[src/rtl/ccr_controller.sv]
// Condition-code controller: owns the architectural CCR {FV,C,N,Z}, applies ALU/flag_op
// updates and jump flag consumption, and saves/restores the CCR around interrupts.
module ccr_controller #(
  parameter int SHADOW_DEPTH = 2
) (
  input  logic       clk,
  input  logic       rst_n,
  input  logic       ex_valid,
  input  logic       ex_stall,
  input  logic       ex_flush,
  input  logic [3:0] alu_ctrl,
  input  logic [3:0] alu_status,
  input  logic [1:0] flag_op,
  input  logic       jmp_valid,
  input  logic [1:0] jmp_cond,
  input  logic       int_req,
  input  logic       rti,
  output logic [3:0] ccr,
  output logic       take_jump,
  output logic       int_ack,
  output logic       save_overflow,
  output logic       restore_underflow
);

  localparam int CW = $clog2(SHADOW_DEPTH + 1);
  localparam logic [CW-1:0] FULL = CW'(SHADOW_DEPTH);

  localparam logic [1:0] ST_RUN  = 2'd0;
  localparam logic [1:0] ST_ACK  = 2'd1;
  localparam logic [1:0] ST_WAIT = 2'd2;

  logic [1:0]    state, state_nxt;
  logic [CW-1:0] count;
  logic [3:0]    stack [SHADOW_DEPTH];
  logic [3:0]    upd_val, ccr_nxt, stack_top;
  logic          upd, flag_none, upd_c, upd_nz, cond, pop_req, push_req;
  logic          status_unused;

  // Bit 3 of alu_status is a constant 1 from the ALU; FV is generated here instead.
  assign status_unused = alu_status[3];

  assign upd       = ex_valid & ~ex_stall & ~ex_flush;
  assign flag_none = (flag_op == 2'b00) || (flag_op == 2'b11);

  always_comb begin
    upd_c  = 1'b0;
    upd_nz = 1'b0;
    case (alu_ctrl)
      4'b0010, 4'b0011, 4'b0110: upd_nz = 1'b1;
      4'b0111, 4'b1010: ;
      default: begin
        upd_c  = 1'b1;
        upd_nz = 1'b1;
      end
    endcase
  end

  always_comb begin
    case (jmp_cond)
      2'b00:   cond = ccr[0];
      2'b01:   cond = ccr[1];
      2'b10:   cond = ccr[2];
      default: cond = 1'b1;
    endcase
  end

  assign take_jump = jmp_valid & ~ex_stall & cond;
  assign pop_req   = (state == ST_RUN) & rti & ~ex_stall;
  assign push_req  = (state == ST_RUN) & int_req & ~ex_stall & ~rti;

  always_comb begin
    stack_top = stack[0];
    for (int i = 0; i < SHADOW_DEPTH; i++) begin
      if (CW'(i + 1) == count) stack_top = stack[i];
    end
  end

  // Jump clear is applied first so a same-cycle ALU/flag_op write overrides it.
  always_comb begin
    upd_val = ccr;
    if (take_jump) begin
      case (jmp_cond)
        2'b00:   upd_val[0] = 1'b0;
        2'b01:   upd_val[1] = 1'b0;
        2'b10:   upd_val[2] = 1'b0;
        default: ;
      endcase
    end
    if (upd) begin
      if (!flag_none) begin
        upd_val[3] = 1'b1;
        upd_val[2] = (flag_op == 2'b01);
      end else begin
        if (upd_c) upd_val[2] = alu_status[2];
        if (upd_nz) begin
          upd_val[1:0] = alu_status[1:0];
          upd_val[3]   = 1'b1;
        end
      end
    end
    ccr_nxt = upd_val;
    if (pop_req) ccr_nxt = (count != '0) ? stack_top : ccr;
  end

  // ACK always advances so int_ack stays exactly one cycle wide, even under stall.
  always_comb begin
    state_nxt = state;
    case (state)
      ST_RUN:  if (push_req) state_nxt = ST_ACK;
      ST_ACK:  state_nxt = ST_WAIT;
      ST_WAIT: if (!int_req && !ex_stall) state_nxt = ST_RUN;
      default: state_nxt = ST_RUN;
    endcase
  end

  always_ff @(posedge clk or negedge rst_n) begin
    if (!rst_n) begin
      ccr               <= 4'b0000;
      state             <= ST_RUN;
      count             <= '0;
      int_ack           <= 1'b0;
      save_overflow     <= 1'b0;
      restore_underflow <= 1'b0;
      for (int i = 0; i < SHADOW_DEPTH; i++) stack[i] <= 4'b0000;
    end else begin
      ccr     <= ccr_nxt;
      state   <= state_nxt;
      int_ack <= push_req;
      if (push_req) begin
        if (count == FULL) begin
          save_overflow <= 1'b1;
        end else begin
          for (int i = 0; i < SHADOW_DEPTH; i++) begin
            if (CW'(i) == count) stack[i] <= ccr_nxt;
          end
          count <= count + CW'(1);
        end
      end
      if (pop_req) begin
        if (count == '0) restore_underflow <= 1'b1;
        else count <= count - CW'(1);
      end
    end
  end

endmodule

[config.mk]
export PLATFORM = sky130hd
export DESIGN_NAME = ccr_controller
export DESIGN_NICKNAME = d
export VERILOG_FILES = /design/src/rtl/ccr_controller.sv
export SDC_FILE = /design/constraint.sdc
export NUM_CORES = 1
export LEC_CHECK = 0
export CORE_ASPECT_RATIO = 1.75
export CORE_MARGIN = 2
export CORE_UTILIZATION = 28
export CTS_CLUSTER_SIZE = 10
export DETAILED_ROUTE_END_ITERATION = 16
export REMOVE_ABC_BUFFERS = 1
export SLEW_MARGIN = 20
export SYNTH_ARGS = -nofsm -noshare
export SYNTH_HDL_FRONTEND = slang
export SYNTH_SLANG_ARGS = --single-unit
[constraint.sdc]
create_clock -name clk -period 2.1 [get_ports clk]
set_clock_uncertainty 0.15 [all_clocks]
set_input_delay 0.525 -clock clk [delete_from_list [all_inputs] [get_ports clk]]
set_output_delay 0.525 -clock clk [all_outputs]
set_load 0.03 [all_outputs]
== Word-level counts from Yosys, hierarchy flattened ==
Cells that the tools add are included.
Widths: inputs -> output; s select.

* Register bits after elaboration: 19

* $add $sub $neg: 2
* Eq/ne operators: 16
* Mux-type cells: 21
* Bitwise logic cells: 13
* Reductions and logical operators: 16

{| class="wikitable"
|+ Operators by type and width
! operator !! number
|-
| $mux 2 || 9
|-
| $mux 4 || 4
|-
| $and 1x1->1 || 9
|-
| $eq 2x2->1 const B || 4
|-
| $eq 4x2->1 const B || 2
|-
| $eq 4x3->1 const B || 2
|-
| $logic_not 2->1 || 4
|-
| $eq 2x1->1 const B || 3
|-
| $pmux 2 s3 || 1
|-
| $reduce_and 2->1 || 3
|-
| $reduce_and 3->1 || 2
|-
| $mux 1 || 5
|-
| $reduce_or 5->1 || 1
|-
| $eq 4x4->1 const B || 1
|-
| $ne 2x2->1 const B || 2
|-
| $not 1->1 || 4
|-
| $mux 3 || 1
|-
| $pmux 1 s3 || 1
|-
| $add 2x1->2 const B || 1
|-
| $eq 1x2->1 const A || 1
|-
| $eq 2x2->1 const A || 1
|-
| $logic_not 1->1 || 2
|-
| $reduce_bool 2->1 || 1
|-
| $reduce_or 2->1 || 1
|-
| other kinds (3) || 3
|}

== Depth between registers and ports, before layout ==
Gate-level depths: netlist of the first run.

* Depth in word-level cells: 8
* Depth in mapped cells: 6

== Worst setup path before layout of the first run ==
Ideal clock, no wire load.

* Path type: input-to-reg
* Start: in flag_op[1]
* End: reg ccr[0]
* Setup time: 0.131 ns
* Data arrival time: 1.764 ns
* Slack: 0.055 ns
* Stages: 6
* Path buffers: 0
* Cell sequence: inv_1 > ha_1 > inv_1 > or4_4 > mux2i_2 > mux2i_1

* Cells in the longest elaborated chain, start to end: 5
* Elaborated cells between the ends (all ways): 6
* Those cells by class: 1 x eq/ne; 3 x mux; 2 x reduce/logical

{| class="wikitable"
|+ RTL lines
! what !! line !! RTL
|-
| from (decl) || 13 || <nowiki>input logic [1:0] flag_op,</nowiki>
|-
| $eq 2x2->1 / $logic_not 2->1 (equally long branches) || 43 || <nowiki>assign flag_none = (flag_op == 2'b00) || (flag_op == 2'b11);</nowiki>
|-
| $logic_or 1x1->1 (*) || 43 ||
|-
| $mux 2 (*) || 90 || <nowiki>if (!flag_none) begin</nowiki>
|-
| $mux 4 (*) || 89 || <nowiki>if (upd) begin</nowiki>
|-
| $mux 4 (*) || 102 || <nowiki>if (pop_req) ccr_nxt = (count != '0) ? stack_top : ccr;</nowiki>
|-
| net ccr_nxt[0] || 35 || <nowiki>logic [3:0] upd_val, ccr_nxt, stack_top;</nowiki>
|-
| to (signal assigned) || 126 || <nowiki>ccr <= ccr_nxt;</nowiki>
|-
| to (decl) || 18 || <nowiki>output logic [3:0] ccr,</nowiki>
|}

The timed path passes the listed nets; every way through them passes the cells marked *.
A chain may end at the register's enable or synchronous reset.

== Worst setup path in the final report of the first run ==
* Start: reg ccr[3]
* End: out ccr[3]

No word-level cell between the ends.

==> flow_summary.html, run 1 <==
<table>
<tr><th>Metric</th><th>Value</th></tr>
<tr><th colspan="2">Run status</th></tr>
<tr><td>Result of the run</td><td>complete, no violations</td></tr>
<tr><th colspan="2">Logic synthesis</th></tr>
<tr><td>Synth async-reset ratio</td><td>1.00</td></tr>
<tr><td>Number of synthesized flops with an enable pin</td><td>0</td></tr>
<tr><td>Combinational family with the most area after synthesis</td><td>simple AND/OR/NAND/NOR gates</td></tr>
<tr><td>Xor and xnor fraction of the mapped netlist area</td><td>0</td></tr>
<tr><td>Average footprint of a synthesized cell</td><td>slightly below 10 µm²</td></tr>
<tr><td>Dominant synthesized flop cell</td><td>sky130_fd_sc_hd__dfrtp_1</td></tr>
<tr><td>Synthesized area</td><td>1070 µm²</td></tr>
<tr><td>Number of distinct library cells after synthesis</td><td>31</td></tr>
<tr><td>Number of warning messages in the yosys log</td><td>0</td></tr>
<tr><td>Part of the Yosys area used for sequential elements</td><td>0.443</td></tr>
<tr><td>Cell count after synthesis</td><td>109</td></tr>
<tr><td>Compound-cell area share of the yosys netlist</td><td>0.159</td></tr>
<tr><td>Simple-gate share of the synthesized area</td><td>0.222</td></tr>
<tr><td>Post-Synth Adder-Cell Area</td><td>0.0117</td></tr>
<tr><td>Synthesized flop and latch total</td><td>19</td></tr>
<tr><td>Share of synthesized area spent on multiplexers</td><td>0.133</td></tr>
<tr><th colspan="2">Global route</th></tr>
<tr><td>Total congestion overflow after global routing</td><td>0</td></tr>
<tr><td>Vias in the first global route</td><td>roughly 1000</td></tr>
<tr><td>Overall fraction of global-route tracks in use</td><td>0.138</td></tr>
<tr><td>Antenna violations before repair</td><td>0</td></tr>
<tr><td>Global-route wire length before repair</td><td>~4500 µm</td></tr>
<tr><td>Pin count of the biggest net entering global routing</td><td>20</td></tr>
<tr><th colspan="2">Drt</th></tr>
<tr><td>DRT Pass-1 Iters</td><td>4</td></tr>
<tr><td>Remaining antenna violation count after routing</td><td>0</td></tr>
<tr><td>Via count of the routed design</td><td>1022</td></tr>
<tr><td>Number of design-rule violations left by the first detailed-router iteration</td><td>15</td></tr>
<tr><td>Via density per instance</td><td>4.94</td></tr>
<tr><td>DR DRC count</td><td>0</td></tr>
<tr><td>Total Routed Length</td><td>about 2600 µm</td></tr>
<tr><td>Routed wire length per instance</td><td>12.4 µm</td></tr>
<tr><th colspan="2">Finish</th></tr>
<tr><td>Antenna diode count</td><td>0</td></tr>
<tr><td>Sequential cell area</td><td>475 µm²</td></tr>
<tr><td>Post-route cell area</td><td>1640 µm²</td></tr>
<tr><td>Fill count</td><td>348</td></tr>
<tr><td>Share of post-route cells with drive strength above 1</td><td>0.273</td></tr>
<tr><td>NumNets Final</td><td>~180</td></tr>
<tr><td>Combined area of the multi-input logic cells</td><td>593 µm²</td></tr>
<tr><td>Relative area change from synthesis to final layout</td><td>52.5%</td></tr>
<tr><th colspan="2">Power and ir drop</th></tr>
<tr><td>Switching power as a share of total power</td><td>0.393</td></tr>
<tr><td>Fraction of power consumed by sequential logic</td><td>0.373</td></tr>
<tr><td>Part of the total power dissipated in combinational logic</td><td>0.476</td></tr>
<tr><td>Static Leak</td><td>0.769 nW</td></tr>
<tr><td>Clk pwr share</td><td>0.151</td></tr>
<tr><td>Power Dens Cells</td><td>1040 nW/µm²</td></tr>
<tr><td>Switching pwr</td><td>0.668 mW</td></tr>
<tr><td>Peak supply drop</td><td>472 µV</td></tr>
<tr><td>Internal portion of total power</td><td>1.03 mW</td></tr>
<tr><th colspan="2">STA</th></tr>
<tr><td>Final hold violations</td><td>0</td></tr>
<tr><td>Period minus WS final</td><td>2.05 ns</td></tr>
<tr><td>Final setup vio count</td><td>0</td></tr>
<tr><td>Slew at the pin closest to its max-slew limit</td><td>0.496 ns</td></tr>
<tr><td>Worst slew margin relative to its limit</td><td>0.670</td></tr>
<tr><td>Peak clock frequency supported by timing</td><td>0.489 GHz</td></tr>
<tr><td>Max-slew violation total from the final report</td><td>0</td></tr>
<tr><td>Share of the clock period used by the worst path</td><td>0.974</td></tr>
<tr><td>RSZ-0062 raised after global routing</td><td>no</td></tr>
<tr><td>TNS Setup</td><td>0 ns</td></tr>
<tr><th colspan="2">Clock network</th></tr>
<tr><td>Number of buffers created by CTS</td><td>3</td></tr>
<tr><td>CTS tree</td><td>done</td></tr>
<tr><td>Number of sinks driven by the clock tree</td><td>19</td></tr>
<tr><td>CTS H-Tree Depth</td><td>1</td></tr>
<tr><td>Hold buffer count at CTS</td><td>0</td></tr>
<tr><td>Clock-pin slew on the worst setup and hold paths</td><td>0.07 ns</td></tr>
<tr><td>Root buffer cell</td><td>sky130_fd_sc_hd__clkbuf_8</td></tr>
<tr><td>Clock Tree Buf Depth</td><td>2</td></tr>
<tr><td>Later-pin clock latency in the skew report</td><td>0.26 ns</td></tr>
<tr><th colspan="2">Run</th></tr>
<tr><td>Count of max-cap constraint violations</td><td>0</td></tr>
<tr><th colspan="2">Floorplan</th></tr>
<tr><td>Chip Height</td><td>85.9 µm</td></tr>
<tr><td>Placeable core area</td><td>3660 µm²</td></tr>
<tr><td>Die width</td><td>50.8 µm</td></tr>
<tr><td>Boundary pin count</td><td>28</td></tr>
<tr><td>Core Rows</td><td>29</td></tr>
<tr><td>Starting Density</td><td>0.293</td></tr>
<tr><td>Area enclosed by the die boundary</td><td>4360 µm²</td></tr>
<tr><th colspan="2">Critical path</th></tr>
<tr><td>Data required, critical path</td><td>1.42 ns</td></tr>
<tr><td>Largest stage delay on the critical path</td><td>roughly 0.70 ns</td></tr>
<tr><td>Max Fanout on Critical Path</td><td>4</td></tr>
<tr><td>CP arrival</td><td>1.37 ns</td></tr>
<tr><td>Slowest-stage cell, CP</td><td>sky130_fd_sc_hd__clkdlybuf4s50_1</td></tr>
<tr><td>Kind of cell adding the most delay to the critical path</td><td>buffers and inverters</td></tr>
<tr><td>Worst setup SP type</td><td>register</td></tr>
<tr><td>Count of buffering cells on the critical path with inverters included</td><td>1</td></tr>
<tr><td>Critical path start-end classification</td><td>register to primary output</td></tr>
<tr><td>Sort of element at the end of the critical path</td><td>primary output</td></tr>
<tr><td>Ordered list of cells on the worst path</td><td>clkdlybuf4s50_1</td></tr>
<tr><th colspan="2">Place</th></tr>
<tr><td>HPWL after detailed placement</td><td>2080 µm</td></tr>
<tr><td>Number of buffer cells added on primary ports</td><td>26</td></tr>
<tr><td>Post-placement cell area</td><td>1570 µm²</td></tr>
<tr><td>RD Place Congestion</td><td>0.772</td></tr>
<tr><th colspan="2">Min path</th></tr>
<tr><td>Worst hold-check path type</td><td>register to register</td></tr>
</table>
cell usage in the layout (no fill, tap or decap), types with 3 or more instances in the layout:
cell type                         netlist  final
sky130_fd_sc_hd__clkdlybuf4s50_1        0     13
sky130_fd_sc_hd__dlygate4sd2_1          0      6
sky130_fd_sc_hd__mux2_2                 4      4
sky130_fd_sc_hd__nand2b_1               3      3
sky130_fd_sc_hd__o21ai_0                8      8
sky130_fd_sc_hd__a21oi_1               11     11
sky130_fd_sc_hd__clkbuf_8               0      3
sky130_fd_sc_hd__dfrtp_1               19     19
sky130_fd_sc_hd__inv_1                  6      5
sky130_fd_sc_hd__mux2i_1                7      7
sky130_fd_sc_hd__dlymetal6s2s_1         0      3
sky130_fd_sc_hd__nand2_1                8      8
sky130_fd_sc_hd__buf_4                  0     26
sky130_fd_sc_hd__nor2_1                13     13
power groups by stage:
stage          Clock, mW  Combinational [mW]  Sequential, mW
2_1_floorplan          0               0.361           0.739
3_3_place_gp           0               0.786           0.637
3_5_place_dp           0               0.808           0.641
4_1_cts            0.263               0.823           0.634
5_1_grt            0.282               0.889           0.661
6_report           0.257               0.809           0.633
area by class of cell:
cell class | count | area share
clock buffer | 3 | 0.0252
clock inverter | 1 | 0.00306
inverter | 6 | 0.0138
multi-input combinational | 81 | 0.363
sequential | 19 | 0.291
tap | 46 | 0.0352
timing repair buffer | 51 | 0.269
metrics by stage:
stage / util / total power, mW / setup slack (ns) / hold WS, ns / std cells
finish: 0.446 / 1.70 / 0.0536 / 0.312 / 207
global route: 0.446 / 1.83 / 0.00161 / 0.344 / 207
CTS: 0.445 / 1.72 / 0.00636 / 0.319 / 207
detailed placement: 0.427 / 1.45 / -0.644 / 0.302 / 203
global placement: 0.427 / 1.42 / -0.630 / 0.291 / 203
floorplan: - / 1.10 / 0.0548 / 0.0794 / 106
cells by family (layout without fill, tap and decap cells):
| kind of cell | count (synthesis) | after routing |
|---|---|---|
| simple gates | 38 | 38 |
| compound gates | 29 | 29 |
| flops | 19 | 19 |
| mux | 13 | 13 |
| buf+inv | 9 | 61 |
| fa+ha+maj | 1 | 1 |
path summary, 6_finish.rpt:
| check | startpoint | to | slack, ns | depth (start not counted) |
|---|---|---|---|---|
| max | ccr[3] | ccr[3] | 0.05 | 1 |
| min in group asynchronous | rst_n | ccr[0] | 0.44 | 2 |
| max reg2reg | state[0] | stack[2] | 0.40 | 3 |
| min reg2reg | save_overflow | save_overflow | 0.31 | 1 |
| max in group asynchronous | rst_n | state[0] | 1.16 | 2 |
| min | save_overflow | save_overflow | 0.31 | 1 |
metal layers:
metal	up-vias	global-route usage	part of all wire
li1	498	-	-
met1	492	0.146	0.39
met2	27	0.246	0.53
met3	5	0.0192	0.048
met4	0	0.0909	0.030
met5	-	0	0
sequential cells by signal, indices dropped and copies added, names as in the netlist, named ones only:
signal,cells
ccr,4
count,1
int_ack,1
restore_underflow,1
save_overflow,1
stack,8
state,2
timing repair:
action,4_1_cts,5_1_grt
resized for setup,19,7
setup endpoints to repair,11,5
setup buffers,0,0
pin swaps,2,2
synth_stat cells (3+ instances only):
| master | n | area share |
|---|---|---|
| sky130_fd_sc_hd__a21oi_1 | 11 | 0.051 |
| sky130_fd_sc_hd__nand2_1 | 8 | 0.028 |
| sky130_fd_sc_hd__o21ai_0 | 8 | 0.037 |
| sky130_fd_sc_hd__nand2b_1 | 3 | 0.018 |
| sky130_fd_sc_hd__mux2i_1 | 7 | 0.065 |
| sky130_fd_sc_hd__clkbuf_1 | 3 | 0.011 |
| sky130_fd_sc_hd__nor2_1 | 13 | 0.046 |
| sky130_fd_sc_hd__mux2_2 | 4 | 0.042 |
| sky130_fd_sc_hd__inv_1 | 6 | 0.021 |
| sky130_fd_sc_hd__dfrtp_1 | 19 | 0.44 |
Note: power is estimated with default switching activity, not from simulation.
==> run 2, diff against run 1 <==
--- a/config.mk
+++ b/config.mk
@@ -10,6 +10,7 @@
 export CORE_UTILIZATION = 28
 export CTS_CLUSTER_SIZE = 10
 export DETAILED_ROUTE_END_ITERATION = 16
+export GPL_TIMING_DRIVEN = 0
 export REMOVE_ABC_BUFFERS = 1
 export SLEW_MARGIN = 20
 export SYNTH_ARGS = -nofsm -noshare
==> flow_summary.html, run 2 (same netlist as run 1, synthesis figures left out) <==
<table>
<tr><th>Metric</th><th>Value</th></tr>
<tr><th colspan="2">Run status</th></tr>
<tr><td>Result of the run</td><td>complete, no violations</td></tr>
<tr><th colspan="2">Critical path</th></tr>
<tr><td>Max Fanout on Critical Path</td><td>3 (-1)</td></tr>
<tr><td>Worst reg2reg path depth</td><td>3 (unchanged)</td></tr>
<tr><td>R2r setup slk</td><td>0.25 ns (-0.15 ns)</td></tr>
<tr><td>Data required, critical path</td><td>1.42 ns (about the same)</td></tr>
<tr><td>Sort of element at the end of the critical path</td><td>primary output</td></tr>
<tr><td>Largest stage delay on the critical path</td><td>0.45 ns (-0.25 ns)</td></tr>
<tr><td>Number of cells on the critical path</td><td>4 (+3)</td></tr>
<tr><td>Origin of the critical flop-to-flop path</td><td>state[0]</td></tr>
<tr><td>Slowest-stage cell, CP</td><td>sky130_fd_sc_hd__clkdlybuf4s50_1</td></tr>
<tr><td>Worst R2R End</td><td>stack[2]</td></tr>
<tr><td>CP arrival</td><td>1.37 ns (about the same)</td></tr>
<tr><td>Ordered list of cells on the worst path</td><td>clkdlybuf4s50_1 -&gt; nand2b_1 -&gt; a21oi_1 -&gt; buf_4</td></tr>
<tr><td>Critical path start-end classification</td><td>input pin to primary output</td></tr>
<tr><td>Worst setup SP type</td><td>input pin</td></tr>
<tr><td>Count of buffering cells on the critical path with inverters included</td><td>2 (+1)</td></tr>
<tr><td>CP endpoint</td><td>take_jump</td></tr>
<tr><td>Kind of cell adding the most delay to the critical path</td><td>buffers and inverters</td></tr>
<tr><td>Origin of the worst setup path</td><td>jmp_valid</td></tr>
<tr><th colspan="2">Min path</th></tr>
<tr><td>Worst hold-check path type</td><td>register to register</td></tr>
<tr><th colspan="2">Floorplan</th></tr>
<tr><td>Die width</td><td>50.8 µm (unchanged)</td></tr>
<tr><td>Core Rows</td><td>29 (unchanged)</td></tr>
<tr><td>Placeable core area</td><td>3660 µm² (unchanged)</td></tr>
<tr><td>Boundary pin count</td><td>28 (unchanged)</td></tr>
<tr><td>Area enclosed by the die boundary</td><td>4360 µm² (unchanged)</td></tr>
<tr><td>Chip Height</td><td>85.9 µm (unchanged)</td></tr>
<tr><td>Starting Density</td><td>0.293 (unchanged)</td></tr>
<tr><th colspan="2">Place</th></tr>
<tr><td>Worst Setup Slack post-DPL</td><td>-0.702 ns (-0.0578 ns)</td></tr>
<tr><td>Number of buffer cells added on primary ports</td><td>26 (unchanged)</td></tr>
<tr><td>HPWL after detailed placement</td><td>1860 µm (-11%)</td></tr>
<tr><td>RD Place Congestion</td><td>0.769 (-0.36%)</td></tr>
<tr><td>Post-placement cell area</td><td>1380 µm² (-12%)</td></tr>
<tr><td>Cell total after placement</td><td>178 (-12%)</td></tr>
<tr><th colspan="2">Global route</th></tr>
<tr><td>Antenna violations before repair</td><td>0 (unchanged)</td></tr>
<tr><td>Pin count of the biggest net entering global routing</td><td>20 (unchanged)</td></tr>
<tr><td>Overall fraction of global-route tracks in use</td><td>0.125 (-0.0128)</td></tr>
<tr><td>Total congestion overflow after global routing</td><td>0 (unchanged)</td></tr>
<tr><td>Vias in the first global route</td><td>904 (-13%)</td></tr>
<tr><td>Global-route wire length before repair</td><td>4170 µm (-7.5%)</td></tr>
<tr><th colspan="2">Clock network</th></tr>
<tr><td>Root buffer cell</td><td>sky130_fd_sc_hd__clkbuf_8</td></tr>
<tr><td>Number of sinks driven by the clock tree</td><td>19 (unchanged)</td></tr>
<tr><td>Clock-pin slew on the worst setup and hold paths</td><td>0.06 ns (about the same)</td></tr>
<tr><td>Hold buffer count at CTS</td><td>0 (unchanged)</td></tr>
<tr><td>CTS H-Tree Depth</td><td>1 (unchanged)</td></tr>
<tr><td>CTS tree</td><td>done</td></tr>
<tr><td>Number of buffers created by CTS</td><td>3 (unchanged)</td></tr>
<tr><td>Clock Tree Buf Depth</td><td>2 (unchanged)</td></tr>
<tr><td>Later-pin clock latency in the skew report</td><td>0.25 ns (about the same)</td></tr>
<tr><th colspan="2">Finish</th></tr>
<tr><td>Biggest registers after layout</td><td>stack: 8 flops, ccr: 4 flops, state: 2 flops</td></tr>
<tr><td>Final core utilization</td><td>0.409 (-0.0372)</td></tr>
<tr><td>Non-filler cells in the finished layout</td><td>188 (-9.2%)</td></tr>
<tr><td>Relative area change from synthesis to final layout</td><td>39.8%</td></tr>
<tr><td>Register name with the most flops</td><td>stack</td></tr>
<tr><td>Highest-count cells in the layout ignoring fill and taps</td><td>19 x sky130_fd_sc_hd__dfrtp_1, 14 x sky130_fd_sc_hd__clkdlybuf4s50_1, 13 x sky130_fd_sc_hd__nor2_1</td></tr>
<tr><td>Antenna diode count</td><td>0 (unchanged)</td></tr>
<tr><td>NumNets Final</td><td>164 (-10%)</td></tr>
<tr><td>Number of flip-flops under the largest register name</td><td>8 (unchanged)</td></tr>
<tr><td>Post-route cell area</td><td>1500 µm² (-8.3%)</td></tr>
<tr><td>Share of post-route cells with drive strength above 1</td><td>0.183 (-0.0902)</td></tr>
<tr><td>Most frequent standard cell in the layout excluding fill and tap cells</td><td>sky130_fd_sc_hd__dfrtp_1</td></tr>
<tr><th colspan="2">STA</th></tr>
<tr><td>Worst slew margin relative to its limit</td><td>0.447 (-0.223)</td></tr>
<tr><td>Final worst-path setup slack</td><td>0.0569 ns (+0.00333 ns)</td></tr>
<tr><td>Peak clock frequency supported by timing</td><td>0.489 GHz (+0.16%)</td></tr>
<tr><td>RSZ-0062 raised after global routing</td><td>no</td></tr>
<tr><td>Share of the clock period used by the worst path</td><td>0.973 (-0.00158)</td></tr>
<tr><td>Final-layout worst hold slack</td><td>0.309 ns (-0.00263 ns)</td></tr>
<tr><td>Final setup vio count</td><td>0 (unchanged)</td></tr>
<tr><td>Period minus WS final</td><td>2.04 ns (-0.00333 ns)</td></tr>
<tr><td>Max-slew violation total from the final report</td><td>0 (unchanged)</td></tr>
<tr><td>Final hold violations</td><td>0 (unchanged)</td></tr>
<tr><td>Slew at the pin closest to its max-slew limit</td><td>0.828 ns (+0.332 ns)</td></tr>
<tr><th colspan="2">Run</th></tr>
<tr><td>Count of max-cap constraint violations</td><td>0 (unchanged)</td></tr>
<tr><th colspan="2">Drt</th></tr>
<tr><td>Total Routed Length</td><td>2490 µm (-3.2%)</td></tr>
<tr><td>DR DRC count</td><td>0 (unchanged)</td></tr>
<tr><td>Via density per instance</td><td>4.94 (about the same)</td></tr>
<tr><td>Routed wire length per instance</td><td>13.2 µm (+6.6%)</td></tr>
<tr><td>Number of design-rule violations left by the first detailed-router iteration</td><td>16 (+1)</td></tr>
<tr><td>Remaining antenna violation count after routing</td><td>0 (unchanged)</td></tr>
<tr><td>Via count of the routed design</td><td>929 (-9.1%)</td></tr>
<tr><td>DRT Pass-1 Iters</td><td>5 (+1)</td></tr>
<tr><th colspan="2">Power and ir drop</th></tr>
<tr><td>Static Leak</td><td>0.667 nW (-13%)</td></tr>
<tr><td>Power Dens Cells</td><td>1070 nW/µm² (+3.4%)</td></tr>
<tr><td>Peak supply drop</td><td>371 µV (-21%)</td></tr>
</table>
==> run 2: cell count changes in the layout (fill, tap and decap cells not counted) <==
cell / before / now
sky130_fd_sc_hd__clkinv_2: 1 / 0
sky130_fd_sc_hd__clkdlybuf4s50_1: 13 / 14
sky130_fd_sc_hd__nor4b_2: 0 / 1
sky130_fd_sc_hd__buf_4: 26 / 7
sky130_fd_sc_hd__clkbuf_1: 0 / 1
sky130_fd_sc_hd__dlygate4sd2_1: 6 / 3
sky130_fd_sc_hd__nor4b_1: 1 / 0
sky130_fd_sc_hd__dlymetal6s2s_1: 3 / 4
sky130_fd_sc_hd__buf_2: 0 / 1
==> run 2: through the flow <==
stage / power, mW / setup TNS [ns]
finish: 1.61 / 0
global route: 1.75 / 0
CTS: 1.63 / 0
detailed placement: 1.36 / -6.68
global placement: 1.34 / -6.28
floorplan: 1.10 / 0
==> run 2: report_power, final <==
part	switching, mW	internal (mW)
Clock	0.109	0.134
Combinational	0.365	0.336
Sequential	0.157	0.509
==> run 2: worst min-delay path by stage <==
stage / startpoint / to / slack (ns) / depth (start not counted)
final: save_overflow / save_overflow / 0.31 / 1
after global routing: save_overflow / save_overflow / 0.34 / 1
after CTS: save_overflow / save_overflow / 0.32 / 1
after detailed placement: save_overflow / save_overflow / 0.30 / 1
after global placement: save_overflow / save_overflow / 0.29 / 1
after floorplan: rst_n / asynchronous set/reset pin / 0.08 / 0
==> run 2: layout make-up <==
class / count / area, µm²
fill: 366 / 2170
multi-input combinational: 81 / 599
sequential: 19 / 475
timing repair buffer: 32 / 299
tap: 46 / 57.6
clock buffer: 4 / 45.0
inverter: 6 / 22.5
==> run 2: metal layers <==
metal,wire length [µm],global-route usage,vias up
met1,1000,0.147,436
met5,0,0,-
met3,112,0.0192,2
met2,1350,0.221,32
met4,29,0.0516,0
li1,-,-,459
==> run 2: what timing repair did <==
| action | 4_1_cts | 5_1_grt |
|---|---|---|
| buffers inserted | 4 | 2 |
| endpoints found under the hold margin | 0 | 0 |
| setup endpoints to repair | 12 | 3 |
| gates resized for setup | 23 | 6 |
| cloned | 0 | 0 |
| pin swaps | 5 | 2 |
